### src/rtl/opb_master_pkg.sv
// Shared types and constants for the single-beat OPB register master.
package opb_master_pkg;

    typedef enum logic [1:0] {
        IDLE = 2'd0,
        REQ  = 2'd1,
        XFER = 2'd2,
        RSP  = 2'd3
    } state_t;

    localparam logic [1:0] ST_OK      = 2'd0;
    localparam logic [1:0] ST_ERR     = 2'd1;
    localparam logic [1:0] ST_RETRY   = 2'd2;
    localparam logic [1:0] ST_TIMEOUT = 2'd3;

    localparam int BE_W = 4;

endpackage

### src/rtl/opb_register_master_if.sv
// Command/response handshake and OPB master-side signals of the register master.
interface opb_register_master_if
    import opb_master_pkg::*;
#(
    parameter int C_OPB_AWIDTH = 32,
    parameter int C_OPB_DWIDTH = 32
);
    logic                    cmd_valid;
    logic                    cmd_ready;
    logic                    cmd_rnw;
    logic [0:C_OPB_AWIDTH-1] cmd_addr;
    logic [0:BE_W-1]         cmd_be;
    logic [0:C_OPB_DWIDTH-1] cmd_data;
    logic                    rsp_valid;
    logic                    rsp_ready;
    logic [0:C_OPB_DWIDTH-1] rsp_data;
    logic [1:0]              rsp_status;

    logic                    M_request;
    logic                    M_select;
    logic                    M_RNW;
    logic                    M_seqAddr;
    logic                    M_busLock;
    logic [0:C_OPB_AWIDTH-1] M_ABus;
    logic [0:BE_W-1]         M_BE;
    logic [0:C_OPB_DWIDTH-1] M_DBus;
    logic                    OPB_MGrant;
    logic                    OPB_xferAck;
    logic                    OPB_errAck;
    logic                    OPB_retry;
    logic                    OPB_toutSup;
    logic [0:C_OPB_DWIDTH-1] OPB_DBus;

    modport master (
        input  cmd_valid, cmd_rnw, cmd_addr, cmd_be, cmd_data, rsp_ready,
               OPB_MGrant, OPB_xferAck, OPB_errAck, OPB_retry, OPB_toutSup, OPB_DBus,
        output cmd_ready, rsp_valid, rsp_data, rsp_status,
               M_request, M_select, M_RNW, M_seqAddr, M_busLock, M_ABus, M_BE, M_DBus
    );

    modport slave (
        output cmd_valid, cmd_rnw, cmd_addr, cmd_be, cmd_data, rsp_ready,
               OPB_MGrant, OPB_xferAck, OPB_errAck, OPB_retry, OPB_toutSup, OPB_DBus,
        input  cmd_ready, rsp_valid, rsp_data, rsp_status,
               M_request, M_select, M_RNW, M_seqAddr, M_busLock, M_ABus, M_BE, M_DBus
    );

endinterface

### src/rtl/opb_register_master.sv
// Single-beat OPB master: one command in, arbitrate, one transfer, one response out.
// Every output is a flop loaded from the next state, so no OPB input reaches an OPB output.
module opb_register_master
    import opb_master_pkg::*;
#(
    parameter int C_OPB_AWIDTH = 32,
    parameter int C_OPB_DWIDTH = 32,
    parameter int C_MAX_RETRY  = 3,
    parameter int C_TIMEOUT    = 16
) (
    input logic                   OPB_Clk,
    input logic                   OPB_Rst_n,
    opb_register_master_if.master bus
);

    state_t state_q, state_d;

    logic                    rnw_q;
    logic [0:C_OPB_AWIDTH-1] addr_q;
    logic [0:BE_W-1]         be_q;
    logic [0:C_OPB_DWIDTH-1] data_q;
    logic [7:0]              retry_cnt, tout_cnt;
    logic [0:C_OPB_DWIDTH-1] rsp_data_q;
    logic [1:0]              rsp_status_q;

    logic       accept, retry_inc, tout_inc, set_rsp, capture;
    logic [1:0] status_d;

    logic                    cmd_ready_q, rsp_valid_q, m_request_q, m_select_q, m_rnw_q;
    logic [0:C_OPB_AWIDTH-1] m_abus_q;
    logic [0:BE_W-1]         m_be_q;
    logic [0:C_OPB_DWIDTH-1] m_dbus_q;

    always_ff @(posedge OPB_Clk or negedge OPB_Rst_n) begin
        if (!OPB_Rst_n) state_q <= IDLE;
        else            state_q <= state_d;
    end

    always_comb begin
        state_d   = state_q;
        accept    = 1'b0;
        retry_inc = 1'b0;
        tout_inc  = 1'b0;
        set_rsp   = 1'b0;
        capture   = 1'b0;
        status_d  = ST_OK;
        case (state_q)
            IDLE: if (bus.cmd_valid) begin
                accept  = 1'b1;
                state_d = REQ;
            end
            REQ: if (bus.OPB_MGrant) state_d = XFER;
            XFER: begin
                if (bus.OPB_errAck) begin
                    set_rsp  = 1'b1;
                    status_d = ST_ERR;
                    state_d  = RSP;
                end else if (bus.OPB_xferAck) begin
                    set_rsp  = 1'b1;
                    capture  = rnw_q;
                    state_d  = RSP;
                end else if (bus.OPB_retry) begin
                    if (retry_cnt < 8'(C_MAX_RETRY)) begin
                        retry_inc = 1'b1;
                        state_d   = REQ;
                    end else begin
                        set_rsp  = 1'b1;
                        status_d = ST_RETRY;
                        state_d  = RSP;
                    end
                end else if (!bus.OPB_toutSup) begin
                    if (tout_cnt == 8'(C_TIMEOUT - 1)) begin
                        set_rsp  = 1'b1;
                        status_d = ST_TIMEOUT;
                        state_d  = RSP;
                    end else begin
                        tout_inc = 1'b1;
                    end
                end
            end
            RSP: if (bus.rsp_ready) state_d = IDLE;
            default: state_d = IDLE;
        endcase
    end

    always_ff @(posedge OPB_Clk or negedge OPB_Rst_n) begin
        if (!OPB_Rst_n) begin
            rnw_q        <= 1'b0;
            addr_q       <= '0;
            be_q         <= '0;
            data_q       <= '0;
            retry_cnt    <= '0;
            tout_cnt     <= '0;
            rsp_data_q   <= '0;
            rsp_status_q <= ST_OK;
        end else begin
            if (accept) begin
                rnw_q     <= bus.cmd_rnw;
                addr_q    <= bus.cmd_addr;
                be_q      <= bus.cmd_be;
                data_q    <= bus.cmd_data;
                retry_cnt <= '0;
            end else if (retry_inc) begin
                retry_cnt <= retry_cnt + 8'd1;
            end
            // Cleared whenever outside XFER so every (re)entry starts from zero
            if (state_q != XFER) tout_cnt <= '0;
            else if (tout_inc)   tout_cnt <= tout_cnt + 8'd1;
            if (set_rsp) begin
                rsp_status_q <= status_d;
                rsp_data_q   <= capture ? bus.OPB_DBus : '0;
            end
        end
    end

    always_ff @(posedge OPB_Clk or negedge OPB_Rst_n) begin
        if (!OPB_Rst_n) begin
            cmd_ready_q <= 1'b1;
            rsp_valid_q <= 1'b0;
            m_request_q <= 1'b0;
            m_select_q  <= 1'b0;
            m_rnw_q     <= 1'b0;
            m_abus_q    <= '0;
            m_be_q      <= '0;
            m_dbus_q    <= '0;
        end else begin
            cmd_ready_q <= (state_d == IDLE);
            rsp_valid_q <= (state_d == RSP);
            m_request_q <= (state_d == REQ);
            m_select_q  <= (state_d == XFER);
            m_rnw_q     <= (state_d == XFER) && rnw_q;
            m_abus_q    <= (state_d == XFER) ? addr_q : '0;
            m_be_q      <= (state_d == XFER) ? be_q : '0;
            m_dbus_q    <= (state_d == XFER && !rnw_q) ? data_q : '0;
        end
    end

    assign bus.cmd_ready  = cmd_ready_q;
    assign bus.rsp_valid  = rsp_valid_q;
    assign bus.rsp_data   = rsp_data_q;
    assign bus.rsp_status = rsp_status_q;
    assign bus.M_request  = m_request_q;
    assign bus.M_select   = m_select_q;
    assign bus.M_RNW      = m_rnw_q;
    assign bus.M_ABus     = m_abus_q;
    assign bus.M_BE       = m_be_q;
    assign bus.M_DBus     = m_dbus_q;
    assign bus.M_seqAddr  = 1'b0;
    assign bus.M_busLock  = 1'b0;

endmodule

### src/flat_wrapper.sv
// flat-port wrapper written by rule: the top's interface ports become plain ports
module opb_register_master_flat import opb_master_pkg::*;
#(
    parameter int C_OPB_AWIDTH = 32,
    parameter int C_OPB_DWIDTH = 32,
    parameter int C_MAX_RETRY  = 3,
    parameter int C_TIMEOUT    = 16
)
  (OPB_Clk, OPB_Rst_n, bus_cmd_valid, bus_cmd_rnw, bus_cmd_addr, bus_cmd_be, bus_cmd_data, bus_rsp_ready, bus_OPB_MGrant, bus_OPB_xferAck, bus_OPB_errAck, bus_OPB_retry, bus_OPB_toutSup, bus_OPB_DBus, bus_cmd_ready, bus_rsp_valid, bus_rsp_data, bus_rsp_status, bus_M_request, bus_M_select, bus_M_RNW, bus_M_seqAddr, bus_M_busLock, bus_M_ABus, bus_M_BE, bus_M_DBus);
  opb_register_master_if #(.C_OPB_AWIDTH(C_OPB_AWIDTH), .C_OPB_DWIDTH(C_OPB_DWIDTH)) bus_i ();
  input logic OPB_Clk;
  input logic OPB_Rst_n;
  input wire logic [$bits(bus_i.cmd_valid)-1:0] bus_cmd_valid;
  input wire logic [$bits(bus_i.cmd_rnw)-1:0] bus_cmd_rnw;
  input wire logic [$bits(bus_i.cmd_addr)-1:0] bus_cmd_addr;
  input wire logic [$bits(bus_i.cmd_be)-1:0] bus_cmd_be;
  input wire logic [$bits(bus_i.cmd_data)-1:0] bus_cmd_data;
  input wire logic [$bits(bus_i.rsp_ready)-1:0] bus_rsp_ready;
  input wire logic [$bits(bus_i.OPB_MGrant)-1:0] bus_OPB_MGrant;
  input wire logic [$bits(bus_i.OPB_xferAck)-1:0] bus_OPB_xferAck;
  input wire logic [$bits(bus_i.OPB_errAck)-1:0] bus_OPB_errAck;
  input wire logic [$bits(bus_i.OPB_retry)-1:0] bus_OPB_retry;
  input wire logic [$bits(bus_i.OPB_toutSup)-1:0] bus_OPB_toutSup;
  input wire logic [$bits(bus_i.OPB_DBus)-1:0] bus_OPB_DBus;
  output wire logic [$bits(bus_i.cmd_ready)-1:0] bus_cmd_ready;
  output wire logic [$bits(bus_i.rsp_valid)-1:0] bus_rsp_valid;
  output wire logic [$bits(bus_i.rsp_data)-1:0] bus_rsp_data;
  output wire logic [$bits(bus_i.rsp_status)-1:0] bus_rsp_status;
  output wire logic [$bits(bus_i.M_request)-1:0] bus_M_request;
  output wire logic [$bits(bus_i.M_select)-1:0] bus_M_select;
  output wire logic [$bits(bus_i.M_RNW)-1:0] bus_M_RNW;
  output wire logic [$bits(bus_i.M_seqAddr)-1:0] bus_M_seqAddr;
  output wire logic [$bits(bus_i.M_busLock)-1:0] bus_M_busLock;
  output wire logic [$bits(bus_i.M_ABus)-1:0] bus_M_ABus;
  output wire logic [$bits(bus_i.M_BE)-1:0] bus_M_BE;
  output wire logic [$bits(bus_i.M_DBus)-1:0] bus_M_DBus;
  assign bus_i.cmd_valid = bus_cmd_valid;
  assign bus_i.cmd_rnw = bus_cmd_rnw;
  assign bus_i.cmd_addr = bus_cmd_addr;
  assign bus_i.cmd_be = bus_cmd_be;
  assign bus_i.cmd_data = bus_cmd_data;
  assign bus_i.rsp_ready = bus_rsp_ready;
  assign bus_i.OPB_MGrant = bus_OPB_MGrant;
  assign bus_i.OPB_xferAck = bus_OPB_xferAck;
  assign bus_i.OPB_errAck = bus_OPB_errAck;
  assign bus_i.OPB_retry = bus_OPB_retry;
  assign bus_i.OPB_toutSup = bus_OPB_toutSup;
  assign bus_i.OPB_DBus = bus_OPB_DBus;
  assign bus_cmd_ready = bus_i.cmd_ready;
  assign bus_rsp_valid = bus_i.rsp_valid;
  assign bus_rsp_data = bus_i.rsp_data;
  assign bus_rsp_status = bus_i.rsp_status;
  assign bus_M_request = bus_i.M_request;
  assign bus_M_select = bus_i.M_select;
  assign bus_M_RNW = bus_i.M_RNW;
  assign bus_M_seqAddr = bus_i.M_seqAddr;
  assign bus_M_busLock = bus_i.M_busLock;
  assign bus_M_ABus = bus_i.M_ABus;
  assign bus_M_BE = bus_i.M_BE;
  assign bus_M_DBus = bus_i.M_DBus;
  opb_register_master #(.C_OPB_AWIDTH(C_OPB_AWIDTH), .C_OPB_DWIDTH(C_OPB_DWIDTH), .C_MAX_RETRY(C_MAX_RETRY), .C_TIMEOUT(C_TIMEOUT)) u_core (.OPB_Clk(OPB_Clk), .OPB_Rst_n(OPB_Rst_n), .bus(bus_i));
endmodule
### config.mk
export PLATFORM = sky130hd
export DESIGN_NAME = opb_register_master_flat
export DESIGN_NICKNAME = d
export VERILOG_FILES = /design/src/rtl/opb_master_pkg.sv /design/src/rtl/opb_register_master_if.sv /design/src/rtl/opb_register_master.sv /design/src/flat_wrapper.sv
export SDC_FILE = /design/constraint.sdc
export NUM_CORES = 1
export LEC_CHECK = 0
export BUFFER_PORTS_ARGS = -buffer_cell sky130_fd_sc_hd__buf_2
export CAP_MARGIN = 25
export CORE_ASPECT_RATIO = 1.1
export CORE_MARGIN = 4
export CORE_UTILIZATION = 40
export DETAILED_ROUTE_END_ITERATION = 10
export PLACE_DENSITY_LB_ADDON = 0.08
export SETUP_SLACK_MARGIN = 0.5
export SYNTH_ARGS = -nofsm -noshare
export SYNTH_HDL_FRONTEND = slang
export SYNTH_SLANG_ARGS = --single-unit
### constraint.sdc
create_clock -name OPB_Clk -period 5.2 [get_ports OPB_Clk]
set_clock_uncertainty 0.2 [all_clocks]
set_input_delay 1.04 -clock OPB_Clk [delete_from_list [all_inputs] [get_ports OPB_Clk]]
set_output_delay 1.04 -clock OPB_Clk [all_outputs]
set_load 0.01 [all_outputs]
### After elaboration in Yosys (flattened, before gate mapping)

Index checks and enable logic that the tools add are counted.

| storage, ports and cells | value |
|---|---|
| register bits | 194 |
| input bits | 110 |

| cells by class | value |
|---|---|
| $add $sub $neg | 2 |
| magnitude comparators | 1 |
| equal/unequal tests | 8 |
| multiplexer cells | 48 |
| reduce and logical (&&, ||, !) cells | 7 |

Operators by type and width:

| cell | count |
|---|---|
| 32-bit 2-to-1 mux | 3 |
| 2-bit 2-to-1 mux | 16 |
| 8-bit 2-to-1 mux | 4 |
| 1-bit 2-to-1 mux | 23 |
| 8-bit by 1-bit adder with 8-bit output (second input constant) | 2 |
| 2-bit equality test (second input constant) | 4 |
| 8-bit by 4-bit equality test with 1-bit output (second input constant) | 1 |
| 8-bit by 2-bit less-than comparator with 1-bit output (second input constant) | 1 |
| 2-bit one-hot mux with 4 select lines | 1 |
| 2-bit by 1-bit equality test with 1-bit output (second input constant) | 2 |
| 2-bit logical NOT | 2 |
| 4-bit 2-to-1 mux | 1 |
| 2-bit nonzero test | 2 |
| 1-bit logical AND | 2 |
| 2-bit inequality test (second input constant) | 1 |
| 1-bit logical NOT | 1 |

### Logic depth before layout (Yosys ltp)

Gate-level depths: netlist of run 1.

| logic depth | value |
|---|---|
| depth in word-level cells | 10 |
| depth in mapped cells | 8 |

### Least setup slack after synthesis of run 1

OpenSTA, ideal clock, no wires.

| timing | value |
|---|---|
| kind | input to register |
| from | input bus_cmd_valid |
| to | register u_core.data_q[10] (netlist bit) |
| library setup time | 0.125 ns |
| data arrival time | 2.413 ns |
| slack | 2.462 ns |
| stages on the path | 4 |
| buffers on the path | 2 |
| cell sequence | nor3b_1 > buf_2 > buf_1 > mux2_2 |

| between the ends | value |
|---|---|
| cells in the longest elaborated chain, start to end | 2 |

RTL lines:

| element | line | RTL |
|---|---|---|
| from (decl) | flat_wrapper.sv:13 | `input wire logic [$bits(bus_i.cmd_valid)-1:0] bus_cmd_valid;` |
| 1-bit 2-to-1 mux | opb_register_master.sv:48 | `IDLE: if (bus.cmd_valid) begin` |
| 1-bit 2-to-1 mux | opb_register_master.sv:47 | `case (state_q)` |
| to (signal assigned) | opb_register_master.sv:101 | `data_q <= bus.cmd_data;` |
| to (decl) | opb_register_master.sv:21 | `logic [0:C_OPB_DWIDTH-1] data_q;` |

No other way between the ends.
A chain may end at the register's enable or synchronous reset.

### Final worst setup path of run 1

| timing | value |
|---|---|
| from | register u_core.retry_cnt[0] |
| to | register u_core.m_abus_q, in the netlist u_core.bus.M_ABus[0] |

| between the ends | value |
|---|---|
| cells in the longest elaborated chain, start to end | 8 |

RTL lines:

| element | line | RTL |
|---|---|---|
| from (decl) | opb_register_master.sv:22 | `logic [7:0] retry_cnt, tout_cnt;` |
| from (signal assigned) | opb_register_master.sv:104 | `retry_cnt <= retry_cnt + 8'd1;` |
| 8-bit by 2-bit less-than comparator with 1-bit output | opb_register_master.sv:63 | `if (retry_cnt < 8'(C_MAX_RETRY)) begin` |
| 2-bit 2-to-1 mux | opb_register_master.sv:63 |  |
| 2-bit 2-to-1 mux | opb_register_master.sv:62 | `end else if (bus.OPB_retry) begin` |
| 2-bit 2-to-1 mux | opb_register_master.sv:58 | `end else if (bus.OPB_xferAck) begin` |
| 2-bit 2-to-1 mux | opb_register_master.sv:54 | `if (bus.OPB_errAck) begin` |
| 2-bit one-hot mux with 4 select lines | opb_register_master.sv:47 |  |
| 2-bit equality test | opb_register_master.sv:132 | `m_abus_q <= (state_d == XFER) ? addr_q : '0;` |
| 32-bit 2-to-1 mux | opb_register_master.sv:132 |  |
| to (signal assigned) | opb_register_master.sv:132 |  |
| to (decl) | opb_register_master.sv:30 | `logic [0:C_OPB_AWIDTH-1] m_abus_q;` |

No other way between the ends.

==> qor.txt, run 1 <==
Status - finished, final reports clean
Root buf cell - clkbuf_16
Dpl hpwl - 10700 microns
Max-slew headroom - 31.0%
Final period util - 61.5%
Worst flop-to-flop path startpoint - u_core.retry_cnt[0]
Antenna diode count - 0
Top Ports - 219
Critical Path AT - 3300 ps
HP Class - reg2reg
Mapped Area - 7150 sq um
Number of fill cells - 1603
Placed cell count - 911
Max-cap violation count - 0
Die ar. - 20100 sq um
Total Power - 5.11 mW
Maximum vdd drop - 0.000301 V
Die Y - 148 microns
Final Routed Wirelength - 16200 microns
CTS tree - built
Final setup fails - 0
Register area share after synthesis - 68.0%
Post-synth EDFFs - 0
DRT antenna net count - 0
Cts hold-fix bufs - 0
Setup TNS - 0 ps
Worst hold endpoint - u_core.addr_q[31]
Setup repair after global routing missed its margin - false
Row count - 51
Core footprint - 17600 sq um
Die X - 135 microns
Ratio of cells with drive above 1 in the final layout - 48.0%
Via count - 4641
CP Class - reg2reg
Initial DRC Count - 193
Commonest cells after routing, fill and taps aside - 215 x buf_2, 193 x dfrtp_1, 69 x mux2_2
CTS sink cnt - 194
Routability cong. - 0.756
Total grt overflow - 0
Fin crit period - 3200 ps
Critical path endpoint category - flip-flop
Largest net degree at the start of global routing - 121
Critical Path Source Type - flip-flop
Vias in the first global route - 4991
Hold Startpoint - u_core.addr_q[31]
Reg clk slew, reported paths - 70 ps
Hold path cells - 1
Fin cells - 944
Routed length per placed instance - 17.2 microns
RR Endpoint - u_core.bus.M_ABus[0]
Syn. warnings - 0
Synth Instances - 487
H-tree Lvls - 4
Layout area overhead - 27.0%
First-pass GRT wire length - 25600 microns
Netlist cell types - 43
Postcts setup bufs - 0
#FFs+latches synth - 194
PD cells - 564 nW/um^2
Cts repair resizes - 0
Reg2reg setup slack - 2000 ps
Static leakage - 4.69 nW
FMAX - 313 MHz
PortBufs - 216
Initial Util - 40.6%
Clk_lat worst skew - 420 ps
Final Slew Violations - 0
Overall global routing resource usage - 16.2%
Critical path peak fanout - 39
Final Hold Viols - 0
DRC viols - 0
Post-synth ARST share - 100%
Critical Path RT - 5310 ps
Initial antenna violation count - 2
Clock buffer depth - 2
Commonest non-fill, non-tap cell in the layout - buf_2
Drt pass-1 iters - 4
Syn_area_per_cell - 14.7 sq um
Primary FF master, synth - dfrtp_1
Final net count - 805
Via density per instance - 4.92
Reg2reg path depth - 7
Total CTS buffers - 17
Pin slew with the least headroom to its limit - 1030 ps
registers in the layout (all words and copies together), names as in the netlist:
name                   count
u_core.bus.cmd_ready       1
u_core.addr_q             32
u_core.bus.rsp_valid       1
u_core.bus.M_DBus         32
u_core.bus.rsp_status      2
u_core.rnw_q               1
u_core.be_q                4
u_core.bus.rsp_data       32
u_core.bus.M_BE            4
u_core.bus.M_request       1
u_core.bus.M_ABus         32
u_core.data_q             32
u_core.bus.M_RNW           1
u_core.retry_cnt           8
u_core.state_q             2
u_core.bus.M_select        1
u_core.tout_cnt            8
kinds of logic after synthesis:
logic type | count (synthesis) | synth area share (%)
flip-flops | 194 | 68.0
AO/OA/AOI/OAI | 46 | 5.45
XOR/XNOR | 8 | 0.981
buffers and inverters | 42 | 2.77
AND/OR/NAND/NOR | 123 | 11.3
multiplexers | 71 | 11.2
adder cells (fa/ha/maj) | 2 | 0.350
other | 1 | 0.0525
cells in the mapped netlist (all sizes together), types with 3 or more instances:
cell	number	share of area [%]
a22o	32	3.9
inv	4	0.21
nor4b	32	3.9
a21oi	3	0.21
xnor2	3	0.37
xor2	5	0.61
nor4	5	0.44
clkbuf	25	1.3
nor2b	7	0.61
nand3	3	0.21
and3	40	3.6
buf	13	1.2
nor2	19	1.0
dfrtp	193	68
nor3	4	0.28
mux2	69	11
worst max-delay path by stage:
stage / start / to / slack [ps] / depth (start not counted)
finish: u_core.retry_cnt[0] / u_core.bus.M_ABus[0] / 2000 / 7
global route: u_core.retry_cnt[0] / u_core.bus.M_RNW / 1640 / 7
CTS: u_core.retry_cnt[0] / u_core.bus.M_BE[1] / 1930 / 7
detailed placement: bus_OPB_retry / u_core.bus.M_ABus[31] / 1630 / 7
global placement: bus_OPB_retry / u_core.bus.M_ABus[30] / 1670 / 7
floorplan: bus_cmd_valid / u_core.data_q[10] / 2460 / 4
layer usage:
layer,global-route usage [%],share of wire [%]
met1,19.7,41
met2,26.6,48
met3,7.17,8.9
met4,4.44,1.5
met5,0,0.13
layout make-up:
class	instances	area, sq um	area share, %
Tap cell	238	298	3.28
Clock inverter	14	168	1.85
Clock buffer	18	439	4.84
Inverter	4	15.0	0.165
Multi-Input combinational cell	252	2110	23.3
Timing Repair Buffer	224	1190	13.1
Sequential cell	194	4860	53.5
power by group:
group	switching, mW	leakage, nW	internal, mW
logic	0.796	1.88	0.714
registers	0.227	2.52	2.05
clock network	0.587	0.286	0.738
total	1.61	4.69	3.50
through the flow:
stage / hold slack (ps) / area (sq um) / setup WS [ps] / util [%]
finish: 297 / 9080 / 2000 / 51.5
global route: 310 / 9080 / 1640 / 51.5
CTS: 302 / 9050 / 1930 / 51.4
detailed placement: 283 / 8440 / 1630 / 47.9
global placement: 281 / 8410 / 1670 / 47.8
floorplan: 265 / 7150 / 2460 / -
critical path, stage by stage, from the launching register on:
cell	delay, ps
dfrtp_1	390
ha_1	200
nor4_1	470
nand3_1	260
o21ai_4	180
buf_4	390
inv_1	560
and3_2	410
Note: power is estimated with default switching activity, not from simulation.
==> run 2, diff against run 1 <==
==> constraint.sdc (replaced) <==
create_clock -name OPB_Clk -period 2.65 [get_ports OPB_Clk]
set_clock_uncertainty 0.2 [all_clocks]
set_input_delay 0.53 -clock OPB_Clk [delete_from_list [all_inputs] [get_ports OPB_Clk]]
set_output_delay 0.53 -clock OPB_Clk [all_outputs]
set_load 0.01 [all_outputs]
==> run 2 against run 1 <==
Against the previous run: non-clock buffer count up 34; hold slack worse by 180 ps; clock power up 98%; global-route usage up 1.6 points; design area up 12%; final cell count up 4.1%; combinational power rose to 2.9 times the previous value; register-to-register slack worse by 1600 ps; critical path depth down 1; setup slack worse by 1600 ps; largest power group unchanged.
==> qor.txt, run 2 (synthesized netlist as in run 1, its figures left out) <==
Clk_lat worst skew - 420 ps
Final Slew Violations - 0
Static leakage - 5.16 nW
Final setup fails - 0
Pin slew with the least headroom to its limit - 907 ps
Final net count - 845
Total grt overflow - 0
Area of the multi-input gates - 2710 sq um
Via count - 4888
Final period util - 86.6%
CP peak stage delay - 560 ps
Status - finished, final reports clean
Maximum vdd drop - 0.000582 V
Initial Util - 40.6%
Initial antenna violation count - 0
Drt pass-1 iters - 4
CTS tree - built
HP Class - in2reg
PD cells - 1130 nW/um^2
Reg clk slew, reported paths - 70 ps
Final instance area - 10100 sq um
Total CTS buffers - 17
Final Util - 57.5%
Setup repair after global routing missed its margin - true
Critical path peak fanout - 9
Die Y - 148 microns
FMAX - 436 MHz
Critical Path RT - 2720 ps
Critical Path Source Type - flip-flop
Critical path endpoint category - flip-flop
Worst path cell trace - or4_4 -> o311a_4 -> nor2_4 -> buf_12 -> clkbuf_16 -> nor4b_4
Commonest cells after routing, fill and taps aside - 215 x buf_2, 192 x dfrtp_1, 69 x mux2_2
CP Buf/Inv Count - 2
Routability cong. - 0.779
Via density per instance - 4.97
Core footprint - 17600 sq um
Dpl hpwl - 11100 microns
Die X - 135 microns
Critical Path AT - 2360 ps
First-pass GRT wire length - 27800 microns
Max-cap violation count - 0
Antenna diode count - 0
H-tree Lvls - 4
Top Ports - 219
Initial DRC Count - 218
Number of fill cells - 1486
DRC viols - 0
Ratio of cells with drive above 1 in the final layout - 56.2%
Delay-heaviest family, CP - simple AND/OR/NAND/NOR gates
Setup TNS - 0 ps
Overall global routing resource usage - 17.8%
Row count - 51
CTS sink cnt - 194
Largest net degree at the start of global routing - 79
Register area - 4860 sq um
Die ar. - 20100 sq um
Layout area overhead - 41.8%
Root buf cell - clkbuf_16
DRT antenna net count - 0
Slowest CP cell - or4_4
Max-slew headroom - 39.5%
CP Class - reg2reg
Final Hold Viols - 0
Clock buffer depth - 2
Placed cell areas - 8570 sq um
Fin crit period - 2290 ps
Final Routed Wirelength - 18300 microns
Routed length per placed instance - 18.6 microns
PortBufs - 216
Commonest non-fill, non-tap cell in the layout - buf_2
Vias in the first global route - 5210
==> run 2: changes by cell type in the layout (fill, tap and decap cells not counted), moves of 6 or more <==
cell / before / now
or2_4: 1 / 7
nor4b_4: 0 / 27
nor4b_1: 32 / 1
buf_12: 0 / 8
buf_4: 6 / 22
and3_4: 0 / 6
==> run 2: final timing paths <==
check / start / endpoint / slack, ps / cells past startpoint
worst max-delay path: u_core.tout_cnt[7] / u_core.bus.M_DBus[19] / 360 / 6
worst min-delay path: bus_OPB_DBus[8] / u_core.bus.rsp_data[23] / 120 / 2
worst max register to register: u_core.tout_cnt[7] / u_core.bus.M_DBus[19] / 360 / 6
worst min register to register: u_core.be_q[3] / u_core.be_q[3] / 300 / 1
max in group asynchronous: OPB_Rst_n / u_core.bus.cmd_ready / 1070 / 3
min in group asynchronous: OPB_Rst_n / u_core.bus.M_ABus[25] / 490 / 2
==> run 2: per-layer routing <==
layer	track usage, %	share of wire [%]	routed length [microns]	vias up
li1	-	-	-	2250
met1	22.4	42	7650	2485
met2	29.3	50	9190	130
met3	5.95	6.5	1190	23
met4	5.59	1.5	277	0
met5	0	0	0	-
==> run 2: metrics by stage <==
stage               std cells  setup slack (ps)  hold WS (ps)  total power [mW]
floorplan                 488               324          34.4              6.41
global placement          921               283           280              7.52
detailed placement        921               242           285              7.64
CTS                       971               424          98.5              10.6
global route              983               324           100              12.1
finish                    983               355           119              11.5
==> run 2: power breakdown <==
part / internal [mW] / total, mW / switching [mW]
sequential: 4.03 / 4.54 / 0.504
combinational: 2.16 / 4.31 / 2.15
clock: 1.52 / 2.62 / 1.10
==> run 2: cell type report <==
cell class / instances / area share [%]
multi-input cells: 258 / 26.8
clock buffers: 21 / 4.45
clock inverters: 10 / 1.49
well taps: 238 / 2.94
inverters: 4 / 0.185
flip-flops and latches: 194 / 47.9
repair buffers: 258 / 16.2
==> run 2: what timing repair did <==
item,CTS,global route
gates cloned,7,6
hold buffers,1,0
pin swaps,35,42
setup endpoints to repair,106,106
setup buffers,11,6
gates resized for setup,25,78
endpoints found under the hold margin,65,0
